`src/rtl/fetch_pkg.sv`:
```
// Shared types and helpers for the fetch PC sequencer.
// Optional perf counters are enabled by FETCH_PERF_COUNT_EN.
package fetch_pkg;

    typedef enum logic [1:0] {
        IDLE,
        FETCH,
        DRAIN,
        STALL
    } fetch_state_t;

    localparam logic [31:0] PC_STEP = 32'd4;

    // Sign-extend before shifting so no immediate bits are lost.
    function automatic logic [31:0] sext_word_offset(
        input logic [23:0] imm
    );
        return {{6{imm[23]}}, imm, 2'b00};
    endfunction

endpackage

```
`src/rtl/fetch_branch_target.sv`:
```
// Branch target adder: carried PC+4, word offset, plus one more step.
module fetch_branch_target
    import fetch_pkg::*;
(
    input  logic [23:0] branch_imm,
    input  logic [31:0] branch_pc,
    output logic [31:0] target
);

    assign target = branch_pc
                  + sext_word_offset(branch_imm)
                  + PC_STEP;

endmodule

```
`src/rtl/fetch_pc_sequencer.sv`:
```
// PC owner and imem request sequencer feeding the IF/ID register.
// Define FETCH_PERF_COUNT_EN to add branch/squash perf counters.
module fetch_pc_sequencer
    import fetch_pkg::*;
#(
    parameter logic [31:0] RESET_PC = 32'h0000_0000
`ifdef FETCH_PERF_COUNT_EN
    ,
    parameter int CNT_W = 32
`endif
) (
    input  logic        clk,
    input  logic        rst,
    input  logic        freeze,
    input  logic        branch_taken,
    input  logic [23:0] branch_imm,
    input  logic [31:0] branch_pc,
    output logic        imem_req,
    output logic [31:0] imem_addr,
    input  logic        imem_ack,
    input  logic [31:0] imem_rdata,
    output logic        if_valid,
    output logic [31:0] if_instr,
    output logic [31:0] if_pc,
    output logic        flush
`ifdef FETCH_PERF_COUNT_EN
    ,
    output logic [CNT_W-1:0] perf_branches,
    output logic [CNT_W-1:0] perf_squashed
`endif
);

    fetch_state_t state;
    fetch_state_t state_next;

    logic [31:0] pc;
    logic [31:0] pc_next;
    logic [31:0] held_instr;
    logic [31:0] held_next;
    logic [31:0] pend_target;
    logic [31:0] pend_next;
    logic [31:0] target;
    logic        fetch_hit;

    fetch_branch_target u_target (
        .branch_imm (branch_imm),
        .branch_pc  (branch_pc),
        .target     (target)
    );

    assign fetch_hit = (state == FETCH) && imem_ack;

    always_ff @(posedge clk or posedge rst) begin
        if (rst) begin
            state <= IDLE;
        end else begin
            state <= state_next;
        end
    end

    always_comb begin
        state_next = state;
        pc_next    = pc;
        held_next  = held_instr;
        pend_next  = pend_target;
        case (state)
            IDLE: begin
                state_next = FETCH;
            end
            FETCH: begin
                if (imem_ack) begin
                    if (branch_taken) begin
                        pc_next = target;
                    end else begin
                        pc_next = pc + PC_STEP;
                        if (freeze) begin
                            held_next  = imem_rdata;
                            state_next = STALL;
                        end
                    end
                end else if (branch_taken) begin
                    pend_next  = target;
                    state_next = DRAIN;
                end
            end
            DRAIN: begin
                // The old request must complete before redirecting.
                if (imem_ack) begin
                    pc_next    = branch_taken ? target : pend_target;
                    state_next = FETCH;
                end else if (branch_taken) begin
                    pend_next = target;
                end
            end
            STALL: begin
                if (branch_taken) begin
                    pc_next    = target;
                    state_next = FETCH;
                end else if (!freeze) begin
                    state_next = FETCH;
                end
            end
            default: begin
                state_next = IDLE;
            end
        endcase
    end

    always_comb begin
        imem_req  = (state == FETCH) || (state == DRAIN);
        imem_addr = pc;
        flush     = branch_taken;
    end

    always_ff @(posedge clk or posedge rst) begin
        if (rst) begin
            pc          <= RESET_PC;
            held_instr  <= '0;
            pend_target <= '0;
        end else begin
            pc          <= pc_next;
            held_instr  <= held_next;
            pend_target <= pend_next;
        end
    end

    always_ff @(posedge clk or posedge rst) begin
        if (rst) begin
            if_valid <= 1'b0;
            if_instr <= '0;
            if_pc    <= '0;
        end else if (branch_taken) begin
            if_valid <= 1'b0;
        end else if (!freeze) begin
            if (fetch_hit) begin
                if_valid <= 1'b1;
                if_instr <= imem_rdata;
                if_pc    <= pc + PC_STEP;
            end else if (state == STALL) begin
                if_valid <= 1'b1;
                if_instr <= held_instr;
                if_pc    <= pc;
            end else begin
                if_valid <= 1'b0;
            end
        end
    end

`ifdef FETCH_PERF_COUNT_EN
    logic squash;

    assign squash = imem_ack
                  && ((fetch_hit && branch_taken)
                   || (state == DRAIN));

    always_ff @(posedge clk or posedge rst) begin
        if (rst) begin
            perf_branches <= '0;
            perf_squashed <= '0;
        end else begin
            if (branch_taken && (perf_branches != '1))
                perf_branches <= perf_branches + CNT_W'(1);
            if (squash && (perf_squashed != '1))
                perf_squashed <= perf_squashed + CNT_W'(1);
        end
    end
`endif

endmodule
```
`config.mk`:
```
export PLATFORM = sky130hd
export DESIGN_NAME = fetch_pc_sequencer
export DESIGN_NICKNAME = d
export VERILOG_FILES = /design/src/rtl/fetch_pkg.sv /design/src/rtl/fetch_branch_target.sv /design/src/rtl/fetch_pc_sequencer.sv
export SDC_FILE = /design/constraint.sdc
export NUM_CORES = 1
export LEC_CHECK = 0
export ABC_AREA = 1
export BUFFER_PORTS_ARGS = -buffer_cell sky130_fd_sc_hd__buf_4
export CORE_MARGIN = 10
export CORE_UTILIZATION = 30
export DETAILED_ROUTE_END_ITERATION = 16
export MAX_ROUTING_LAYER = met4
export SYNTH_ARGS = -nofsm -noshare
export SYNTH_HDL_FRONTEND = slang
export SYNTH_SLANG_ARGS = --single-unit
export TNS_END_PERCENT = 1
```
`constraint.sdc`:
```
create_clock -name clk -period 5.3 [get_ports clk]
set_input_delay 0.53 -clock clk [delete_from_list [all_inputs] [get_ports clk]]
set_output_delay 0.53 -clock clk [all_outputs]
set_load 0.02 [all_outputs]
```
-- Yosys cells after proc, flatten, opt, wreduce, memory -nomap -nowiden
Cells that the tools add are included.
- $add $sub $neg: 3
- multipliers: 0
- div/mod/pow operators: 0
- $lt $le $gt $ge: 0
- equal/unequal tests: 11
- shift operators: 0
- muxes and demuxes: 22
- bitwise logic cells: 3
- reductions and logical operators: 11
- operators by type and width (cell ; count):
    $mux W32 ; 9
    $pmux W32 S3 ; 1
    $add A32 B3 Y32 const B ; 2
    $add A32 B32 Y32 ; 1
    $mux W2 ; 7
    $ne A3 B3 Y1 const B ; 4
    $pmux W2 S4 ; 1
    $reduce_and A4 Y1 ; 2
    $ne A2 B2 Y1 const B ; 3
    $reduce_and A5 Y1 ; 1
    $eq A2 B2 Y1 const B ; 2
    $mux W1 ; 4
    $not A1 Y1 ; 3
    $reduce_and A3 Y1 ; 1
    $reduce_bool A3 Y1 ; 1
    $eq A2 B1 Y1 const B ; 1
    $logic_not A2 Y1 ; 1
    $ne A2 B1 Y1 const B ; 1
    $reduce_and A2 Y1 ; 1
    $reduce_bool A2 Y1 ; 1
    $reduce_or A2 Y1 ; 1
    $logic_and A1 B1 Y1 ; 1
    $logic_or A1 B1 Y1 ; 1
- register bits after elaboration: 163
- latch bits: 0
- RAM bits: 0
- bits in read-only memories: 0
- input port bits: 93
- output and inout port bits: 99
- logic and storage cells: 57
- memories: 0

-- Longest topological paths before layout
Gate-level depths: netlist of run 1.
- word-level depth: 5
- mapped depth: 20
- gate-level depth less buffers: 20

-- By module
From an unflattened synthesis of run 1, not the netlist that was laid out.
- cell total of the unflattened synthesis: 1540
- area, all modules: 10908.0 sq um
- modules (own cells, without submodules) (module ; instances ; cells each ; area each (sq um) ; sequential area each (sq um)):
    fetch_pc_sequencer ; 1 ; 1063 ; 8344.3 ; 4078.9
    fetch_branch_target ; 1 ; 477 ; 2563.7 ; 0.0

-- Worst setup path before layout of run 1
Ideal clock, no wire load.
- kind: input-to-reg
- from: input branch_imm[1]
- to: register pc[17], in the netlist imem_addr[17]
- library setup time: 63 ps
- arrival: 2436 ps
- data required time: 5237 ps
- setup slack: 2802 ps
- stages: 18
- buffers on the path: 0
- path through: ha_1 > ha_1 > inv_1 > fa_1 > inv_1 > nand3_1 > nand3_1 > nand2_1 > nand2_1 > nand2_1 > nand2_1 > xor2_1 > nand2_1 > nand2_1 > nand2_1 > nand3b_1 > nand2_1 > inv_1
- word-level cells in the longest chain between the ends: 5
- elaborated cells between the ends (all ways): 8
- those cells by class: add/sub (2); mux (6)
- RTL lines (element ; line ; source):
    from (decl) ; fetch_pc_sequencer.sv:16 ; input logic [23:0] branch_imm,
    $add A32 B32 Y32 (*) ; fetch_branch_target.sv:11 ; + sext_word_offset(branch_imm)
    $add A32 B3 Y32 (*) ; fetch_branch_target.sv:12 ; + PC_STEP;
    $mux W32, on equally long branches ; fetch_pc_sequencer.sv:96, fetch_pc_sequencer.sv:72 ;
    $mux W32, on equally long branches ; fetch_pc_sequencer.sv:88, fetch_pc_sequencer.sv:71 ;
    $pmux W32 S3 (*) ; fetch_pc_sequencer.sv:66 ; case (state)
    to (signal assigned) ; fetch_pc_sequencer.sv:121 ; pc <= pc_next;
    to (decl) ; fetch_pc_sequencer.sv:36 ; logic [31:0] pc;
Mark *: on every way between the ends. The rest lies on a longest branch, timed or not. The select of a mux whose other input is x is not followed.
A chain may end at the register's enable or synchronous reset.

-- Worst setup path after layout of run 1
- from: input branch_taken
- to: register pc[11], in the netlist imem_addr[11]
- word-level cells in the longest chain between the ends: 3
- elaborated cells between the ends (all ways): 7
- those cells by class: eq/ne (1); mux (5); reduce/logical (1)
- RTL lines (element ; line ; source):
    from (decl) ; fetch_pc_sequencer.sv:15 ; input logic branch_taken,
    $mux W32, on equally long branches ; n/a ;
    $mux W32, on equally long branches ; fetch_pc_sequencer.sv:88, fetch_pc_sequencer.sv:71 ;
    $pmux W32 S3 ; fetch_pc_sequencer.sv:66 ;
Parallel ways exist; a longest one is shown, timed or not. The select of a mux whose other input is x is not followed.

==> results of run 1 <==
[registers in the layout (all words and copies together) (netlist names)]
name and flops:
pend_target 32, held_instr 32, if_pc 32, state 2, if_instr 32, imem_addr 32, if_valid 1
[cell type report]
class                           instances  share of cell area (%)
Multi-Input combinational cell       1201                    44.3
Clock buffer                           17                    3.13
Clock inverter                         15                    1.35
Tap cell                              468                    4.30
Sequential cell                       163                    30.0
Timing Repair Buffer                  202                    11.1
Inverter                              209                    5.80
[worst paths after layout]
check / start / to / slack, ns / cells past startpoint
hold / removal: rst / if_pc[8] / 0.22 / 2
max in group asynchronous: rst / if_instr[3] / 3.97 / 3
setup / recovery: branch_taken / imem_addr[11] / 2.15 / 11
hold reg to reg: pend_target[29] / pend_target[29] / 0.48 / 2
min in group clk: imem_rdata[16] / held_instr[16] / 0.39 / 3
setup reg to reg: state[0] / imem_addr[11] / 2.27 / 12
[stage by stage]
step                      total power (W)  hold WS [ns]  utilization [%]  setup slack, ns
after detailed placement          0.00642         0.464             35.5             1.79
after global routing              0.00833         0.277             37.2             1.96
after global placement            0.00634         0.453             35.5             1.85
after CTS                         0.00771         0.250             37.2             2.23
after floorplan                   0.00483         0.441                -            0.365
final                             0.00766         0.216             37.2             2.15
[metal layers]
metal  wire length, um  GRT usage (%)  share of wire (%)  up-vias
li1                  -              -                  -     5579
met5                 0              -                  0        -
met4               346           3.27               0.96        0
met2             16200           25.0                 45      375
met3              2410           1.99                6.7       19
met1             17200           22.9                 48     5026
[logic make-up (layout without fill, tap and decap cells)]
family	Yosys count	count (layout)	share of synthesized area, %
compound gates	286	286	13.7
simple gates	816	816	30.2
buf+inv	276	443	9.38
flops	163	163	36.6
xor+xnor	34	34	2.67
fa+ha+maj	63	63	7.14
mux	2	2	0.202
[worst reg2reg max path: cells and delay by family (launching register included)]
kind	cells	cell delay, ns
AO/OA/AOI/OAI	1	0.30
flip-flops	1	0.39
AND/OR/NAND/NOR	4	0.50
adder cells (fa/ha/maj)	1	0.19
buffers and inverters	6	1.55
[cells in the final DEF (no fill, tap or decap), types with 3 or more instances in the layout]
cell | synthesis | routed
clkbuf_16 | 0 | 17
nand3b_1 | 9 | 9
a31oi_1 | 37 | 37
o22ai_1 | 3 | 3
nand4_1 | 9 | 9
nand3_1 | 118 | 117
nor2_1 | 104 | 104
inv_8 | 0 | 4
o21bai_1 | 4 | 4
nand3_2 | 2 | 3
inv_6 | 0 | 6
o21a_1 | 5 | 5
inv_2 | 4 | 4
ha_1 | 62 | 62
o21ai_1 | 8 | 8
nor3_1 | 16 | 16
inv_1 | 203 | 202
buf_4 | 1 | 202
o21ai_0 | 154 | 154
or2_2 | 8 | 8
dfrtp_1 | 163 | 163
xnor2_1 | 5 | 5
nand2_1 | 540 | 539
xor2_1 | 29 | 29
clkinv_8 | 0 | 3
a21oi_1 | 66 | 66
[power by group through the flow]
stage / Sequential, W / Combinational, W / Clock, W
CTS: 0.00233 / 0.00408 / 0.00130
floorplan: 0.00267 / 0.00217 / 0
global placement: 0.00234 / 0.00401 / 0
finish: 0.00233 / 0.00406 / 0.00128
global route: 0.00241 / 0.00458 / 0.00134
detailed placement: 0.00235 / 0.00407 / 0
==> flow_summary.toml, run 1 <==
[critical_path]
critPathMaxStageDelay_ns = 0.52
cp-start-kind = "input port"
path_max_fanout = 68
cp_slowest_cell = "inv_2"
crit_family = "buffers and inverters"
cp_num_buf_inv = 5
required_ns = 5.62
crit_path_cell_trace = "buf_4 -> inv_2 -> nand2_1 -> nand2_1 -> nor3_2 -> buf_4 -> inv_1 -> a21oi_1 -> nand3_1 -> nand2_1 -> inv_1"
worst_ep_arrival_time_ns = 3.47
path_common_cell = "nand2_1"
criticalPathCategory = "in2reg"
crit_path_end_kind = "flip-flop"

[layout]
final_area_um2 = 13600
fillers = 3918
drive_above_1_share_pct = 14.4
seq_area_um2 = 4080
multi_input_area_um2 = 6030
fin_nets = 1950
area_growth_pct = 22.2
antenna_cells = 0
final_cells = 2275

[timing]
grt_setup_unrepaired = "no"
tightest_slew_ns = 1.07
skew_ns = 0.0115
max_freq_mhz = 317
setup_viol = 0
finalCriticalPeriod_ns = 3.15
max-slew-margin-rel_pct = 28.6
finalHoldViolations = 0
tns_ns = 0
finalMaxSlewViolations = 0
period_share_pct = 59.4

[global_routing]
grt_pass1_wl_um = 57500
antenna_found_initial = 0
gr-usage-all-layers_pct = 16.4
gr-total-overflow = 0
grt_pass1_vias = 10469
grt_max_degree = 116

[placed_design]
dp_hpwl_um = 28000
place_area_um2 = 13000
gp_congestion = 0.874
numPlacedInstances = 2243
io_buffers = 191

[hold_path]
hp-class = "in2async"

[floorplan]
start_util_pct = 30.4
core_um2 = 36600
dieArea_um2 = 45200
die_x_um = 213
die_h_um = 213
rows = 70
pin_count = 192

[clocking]
postCtsHoldBufs = 0
clk_pin_slew_worst_paths_ns = 0.07
post_cts_buffers = 0
cts.path.max_buffers = 2
clock_latency_ns = 0.43
cts_sinks = 163
clockRootBuffer = "clkbuf_16"
post_cts_resized = 0
cts_inserted_buffers = 17
tritoncts = "done"
htreeDepth = 4

[yosys]
yosysWarningCount = 0
netlist_area_um2 = 11100
yosysMostFrequentCell = "nand2_1"
async_reset_ff_share_pct = 100
ys_top_cells_by_area = "dfrtp_1 37%, nand2_1 18%, ha_1 7.0%"
synth-seq-cells = 163
synth.avg_cell_area_um2 = 6.79
ys_top_cells_by_count = "540 x nand2_1, 203 x inv_1, 163 x dfrtp_1"
ys_seq_area_share_pct = 36.6
synth_edf_count = 0
synth_nets = 1796
ys.flop_type = "dfrtp_1"
yosys.area.top_type = "dfrtp_1"
synth_cell_types = 42
synth_top_area_share_pct = 36.6
syn_inst = 1640

[power]
pwr-share-clk_pct = 16.7
ir_drop_mv = 0.272
pwr-share-seq_pct = 30.4
cellLeakagePower_nw = 7.13
p_sw_w = 0.00369
power.internal_w = 0.00397
p_per_area_nw_per_um2 = 563
power_switching_share_pct = 48.1
combPwrFrac_pct = 53.0

[route]
num_vias = 10999
firstDrtPassIters = 5
wl_per_cell_um = 15.9
post_drt_via_cell_ratio = 4.83
drc_errors = 0
detail-route-antenna-nets = 0
drt_iter0_markers = 1034
drt_wl_total_um = 36100

[status]
status = "completed"

[job]
timing.max_cap.violations = 0
Power figures use the tool's default switching activity.
==> inputs of run 2 (changes only) <==
clock period = 2.8 ns   (was 5.3 ns; I/O delays follow)
==> run 2 against run 1 <==
Compared with the run above:
- clock power increased by 83%
- highest routed layer unchanged
- critical endpoint is now imem_addr[19]
- die area unchanged
- sequential share of layout area decreased by 0.32 points
==> flow_summary.toml, run 2 (same netlist as run 1, synthesis figures left out) <==
[layout]
fillers = 3888
area_growth_pct = 23.5
seq_area_um2 = 4080
final_cell_mix = "539 x nand2_1, 214 x buf_4, 202 x inv_1, 163 x dfrtp_1, 154 x o21ai_0"
final_cells = 2292
antenna_cells = 0
final_common_cell = "nand2_1"
fin_nets = 1967
multi_input_area_um2 = 6030
drive_above_1_share_pct = 15.1

[hold_path]
hp-class = "in2reg"

[clocking]
post_cts_buffers = 0
clock_latency_ns = 0.44
cts_sinks = 163
cts.path.max_buffers = 2
tritoncts = "done"
cts_inserted_buffers = 17
clk_pin_slew_worst_paths_ns = 0.07
clockRootBuffer = "clkbuf_16"
postCtsHoldBufs = 1
htreeDepth = 4
post_cts_resized = 0

[critical_path]
cp_num_buf_inv = 1
worst_ep_arrival_time_ns = 2.80
path_common_cell = "nand2_1"
cp_slowest_cell = "dfrtp_1"
crit_family = "simple AND/OR/NAND/NOR gates"
crit_path_end_kind = "flip-flop"
critPathMaxStageDelay_ns = 0.54
cp-start-kind = "flip-flop"
crit_path_cell_trace = "nand2_1 -> nor2_4 -> nand2_2 -> nor2_2 -> nand2_1 -> nor2_2 -> nand2_1 -> xor2_1 -> nand2_1 -> nand2_1 -> nand2_1 -> nand3b_1 -> nand2_1 -> inv_1"
required_ns = 3.18
path_max_fanout = 6
criticalPathCategory = "reg2reg"

[route]
num_vias = 11096
detail-route-antenna-nets = 0
wl_per_cell_um = 16.3
drt_iter0_markers = 818
drt_wl_total_um = 37300
firstDrtPassIters = 5
drc_errors = 0
post_drt_via_cell_ratio = 4.84

[floorplan]
core_um2 = 36600
start_util_pct = 30.4
die_x_um = 213
dieArea_um2 = 45200
die_h_um = 213
rows = 70
pin_count = 192

[power]
finalPower_w = 0.0146
cellLeakagePower_nw = 7.20
p_per_area_nw_per_um2 = 1060
ir_drop_mv = 0.467

[timing]
finalHoldViolations = 0
finalMaxSlewViolations = 0
max-slew-margin-rel_pct = 61.2
hold_ws_ns = 0.130
max_freq_mhz = 412
setup_slack_ns = 0.375
setup_viol = 0
tns_ns = 0
skew_ns = 0.0133
grt_setup_unrepaired = "no"
finalCriticalPeriod_ns = 2.42
tightest_slew_ns = 0.581
period_share_pct = 86.6

[global_routing]
grt_pass1_vias = 10589
grt_max_degree = 65
grt_pass1_wl_um = 58500
gr-usage-all-layers_pct = 16.8
gr-total-overflow = 0
antenna_found_initial = 0

[placed_design]
dp_hpwl_um = 28900
dp_slack_ns = 0.0598
io_buffers = 191
numPlacedInstances = 2259
gp_congestion = 0.944

[job]
timing.max_cap.violations = 0

[status]
status = "completed"
## run 2: cell count changes in the layout (fill, tap and decap cells not counted), sizes merged
cell / before / now
clkbuf: 17 / 20
clkinv: 6 / 5
inv: 216 / 210
dlygate4sd3: 0 / 1
buf: 202 / 218
clkinvlp: 1 / 5
## run 2: layer usage
layer  track usage, %  wire [um]  vias up
met5                -          0        -
met3             2.21       1960       32
met1             23.3      18300     5129
met2             25.5      16600      325
met4             3.87        465        0
li1                 -          -     5610
## run 2: report_power, final
part           internal, W  switching, W
Sequential         0.00354      0.000863
Combinational      0.00280       0.00504
Clock              0.00129       0.00106
## run 2: worst paths after layout
| kind | start | endpoint | slack [ns] | cells past startpoint |
|---|---|---|---|---|
| max | imem_addr[2] | imem_addr[19] | 0.38 | 14 |
| min | imem_rdata[5] | if_instr[5] | 0.13 | 3 |
| max in group asynchronous | rst | held_instr[31] | 1.66 | 4 |
| min reg2reg | pend_target[29] | pend_target[29] | 0.48 | 2 |
| max reg2reg | imem_addr[2] | imem_addr[19] | 0.38 | 14 |
| min in group asynchronous | rst | if_pc[12] | 0.48 | 3 |
## run 2: worst min-delay path: stages
cell     delay (ns)
buf_4          0.10
nand2_1        0.07
a31oi_1        0.08
## run 2: area by class of cell
type                       count  area share, %
clock inverter                12          0.873
multi-input combinational   1201           43.8
timing repair buffer         219           12.3
inverter                     209           5.73
sequential                   163           29.7
clock buffer                  20           3.32
tap                          468           4.26
## run 2: metrics by stage
stage               util (%)  instance area, um2
global placement        36.0               13200
finish                  37.6               13800
global route            37.6               13800
detailed placement      36.0               13200
CTS                     37.6               13800
floorplan                  -               11100
==> inputs of run 3 (changes only) <==
CORE_UTILIZATION = 47   (was 30)
PLACE_DENSITY = 0.71   (was unset)
==> run 3 against run 2 <==
Compared with the run above:
- global-route usage increased by 6.1 points
- hold slack worse by 0.043 ns
- final cell count fell by 6.8%
- critical endpoint unchanged
==> flow_summary.toml, run 3 (same netlist as run 1, synthesis figures left out) <==
[status]
status = "completed"

[floorplan]
die_x_um = 174
start_util_pct = 47.6
core_um2 = 23400
die_h_um = 174
pin_count = 192
dieArea_um2 = 30300
rows = 56

[critical_path]
cp-startpoint = "imem_addr[2]"
criticalPathCategory = "reg2reg"
reg2reg_from = "imem_addr[2]"
required_ns = 3.18
crit_path_end_kind = "flip-flop"
path_max_fanout = 6
worst_ep_arrival_time_ns = 2.77
cp-start-kind = "flip-flop"

[layout]
antenna_cells = 0
final_cell_mix = "539 x nand2_1, 205 x buf_4, 202 x inv_1, 163 x dfrtp_1, 154 x o21ai_0"
drive_above_1_share_pct = 14.8
final_common_cell = "nand2_1"
fin_nets = 1959
area_growth_pct = 21.7

[timing]
max_freq_mhz = 418
finalCriticalPeriod_ns = 2.39
period_share_pct = 85.4
finalMaxSlewViolations = 0
skew_ns = 0.00937
setup_viol = 0
grt_setup_unrepaired = "no"
max-slew-margin-rel_pct = 38.6
finalHoldViolations = 0
tightest_slew_ns = 0.921
tns_ns = 0

[clocking]
clock_latency_ns = 0.44
clk_pin_slew_worst_paths_ns = 0.07
clockRootBuffer = "clkbuf_16"
post_cts_resized = 0
post_cts_buffers = 0
htreeDepth = 4
cts_sinks = 163
postCtsHoldBufs = 0
tritoncts = "done"
cts.path.max_buffers = 2
cts_inserted_buffers = 17

[global_routing]
grt_pass1_wl_um = 55800
gr-usage-all-layers_pct = 22.9
gr-total-overflow = 0
antenna_found_initial = 0
grt_max_degree = 164
grt_pass1_vias = 10609

[power]
p_per_area_nw_per_um2 = 1070
cellLeakagePower_nw = 7.19
ir_drop_mv = 0.549
finalPower_w = 0.0145

[route]
post_drt_via_cell_ratio = 5.24
routed.top_layer = "met4"
num_vias = 11183
wl_per_cell_um = 16.0
met1Wirelength_um = 15700
dr_wl_met3_um = 3060
drc_errors = 0
drt_wl_total_um = 34100
met2_length_um = 14900
detail-route-antenna-nets = 0
drt_iter0_markers = 1223
firstDrtPassIters = 6

[job]
timing.max_cap.violations = 0

[placed_design]
dp_hpwl_um = 25500
io_buffers = 191
gp_congestion = 0.913

[hold_path]
hp-class = "in2async"
==> run 3: per-layer routing <==
metal	track usage, %	vias to the layer above
met5	-	-
met2	33.4	453
met4	5.49	0
li1	-	5609
met3	5.11	32
met1	31.6	5089
==> run 3: cell type report <==
type | count | area [um2]
Tap cell | 319 | 399
Sequential cell | 163 | 4080
Clock buffer | 18 | 439
Fill cell | 2261 | 9850
Multi-Input combinational cell | 1201 | 6030
Timing Repair Buffer | 211 | 1660
Inverter | 209 | 788
Clock inverter | 14 | 160
==> run 3: metrics by stage <==
step	setup slack, ns	hold slack, ns	area (um2)	instances	util [%]
after detailed placement	0.0305	0.463	13000	2103	55.4
after global placement	0.0586	0.455	13000	2103	55.4
after CTS	0.470	0.112	13600	2135	57.9
final	0.410	0.0877	13600	2135	57.9
after global routing	0.187	0.128	13600	2135	57.9
after floorplan	0.449	0.441	11100	1640	-
==> run 3: report_power, final <==
| group | switching [W] | leakage (nW) | internal [W] | total [W] |
|---|---|---|---|---|
| Clock | 0.00114 | 0.295 | 0.00122 | 0.00237 |
| Combinational | 0.00493 | 4.95 | 0.00283 | 0.00777 |
| Sequential | 0.000860 | 1.95 | 0.00354 | 0.00440 |
==> run 3: worst paths after layout <==
kind / slack, ns / to / cells past startpoint
max reg2reg: 0.41 / imem_addr[19] / 14
max: 0.41 / imem_addr[19] / 14
min in group clk: 0.12 / if_instr[23] / 3
min: 0.09 / if_pc[6] / 3
min reg2reg: 0.48 / pend_target[29] / 2
max in group asynchronous: 2.02 / pend_target[21] / 3
==> run 3: critical path: stages, from the launching register on <==
cell and delay (ns):
dfrtp_1 0.52, nand2_1 0.14, nor2_4 0.20, nand2_2 0.12
nor2_2 0.24, nand2_1 0.15, nor2_2 0.15, nand2_1 0.08
xor2_1 0.19, nand2_1 0.12, nand2_1 0.08, nand2_1 0.05
nand3b_1 0.16, nand2_1 0.07, inv_1 0.06
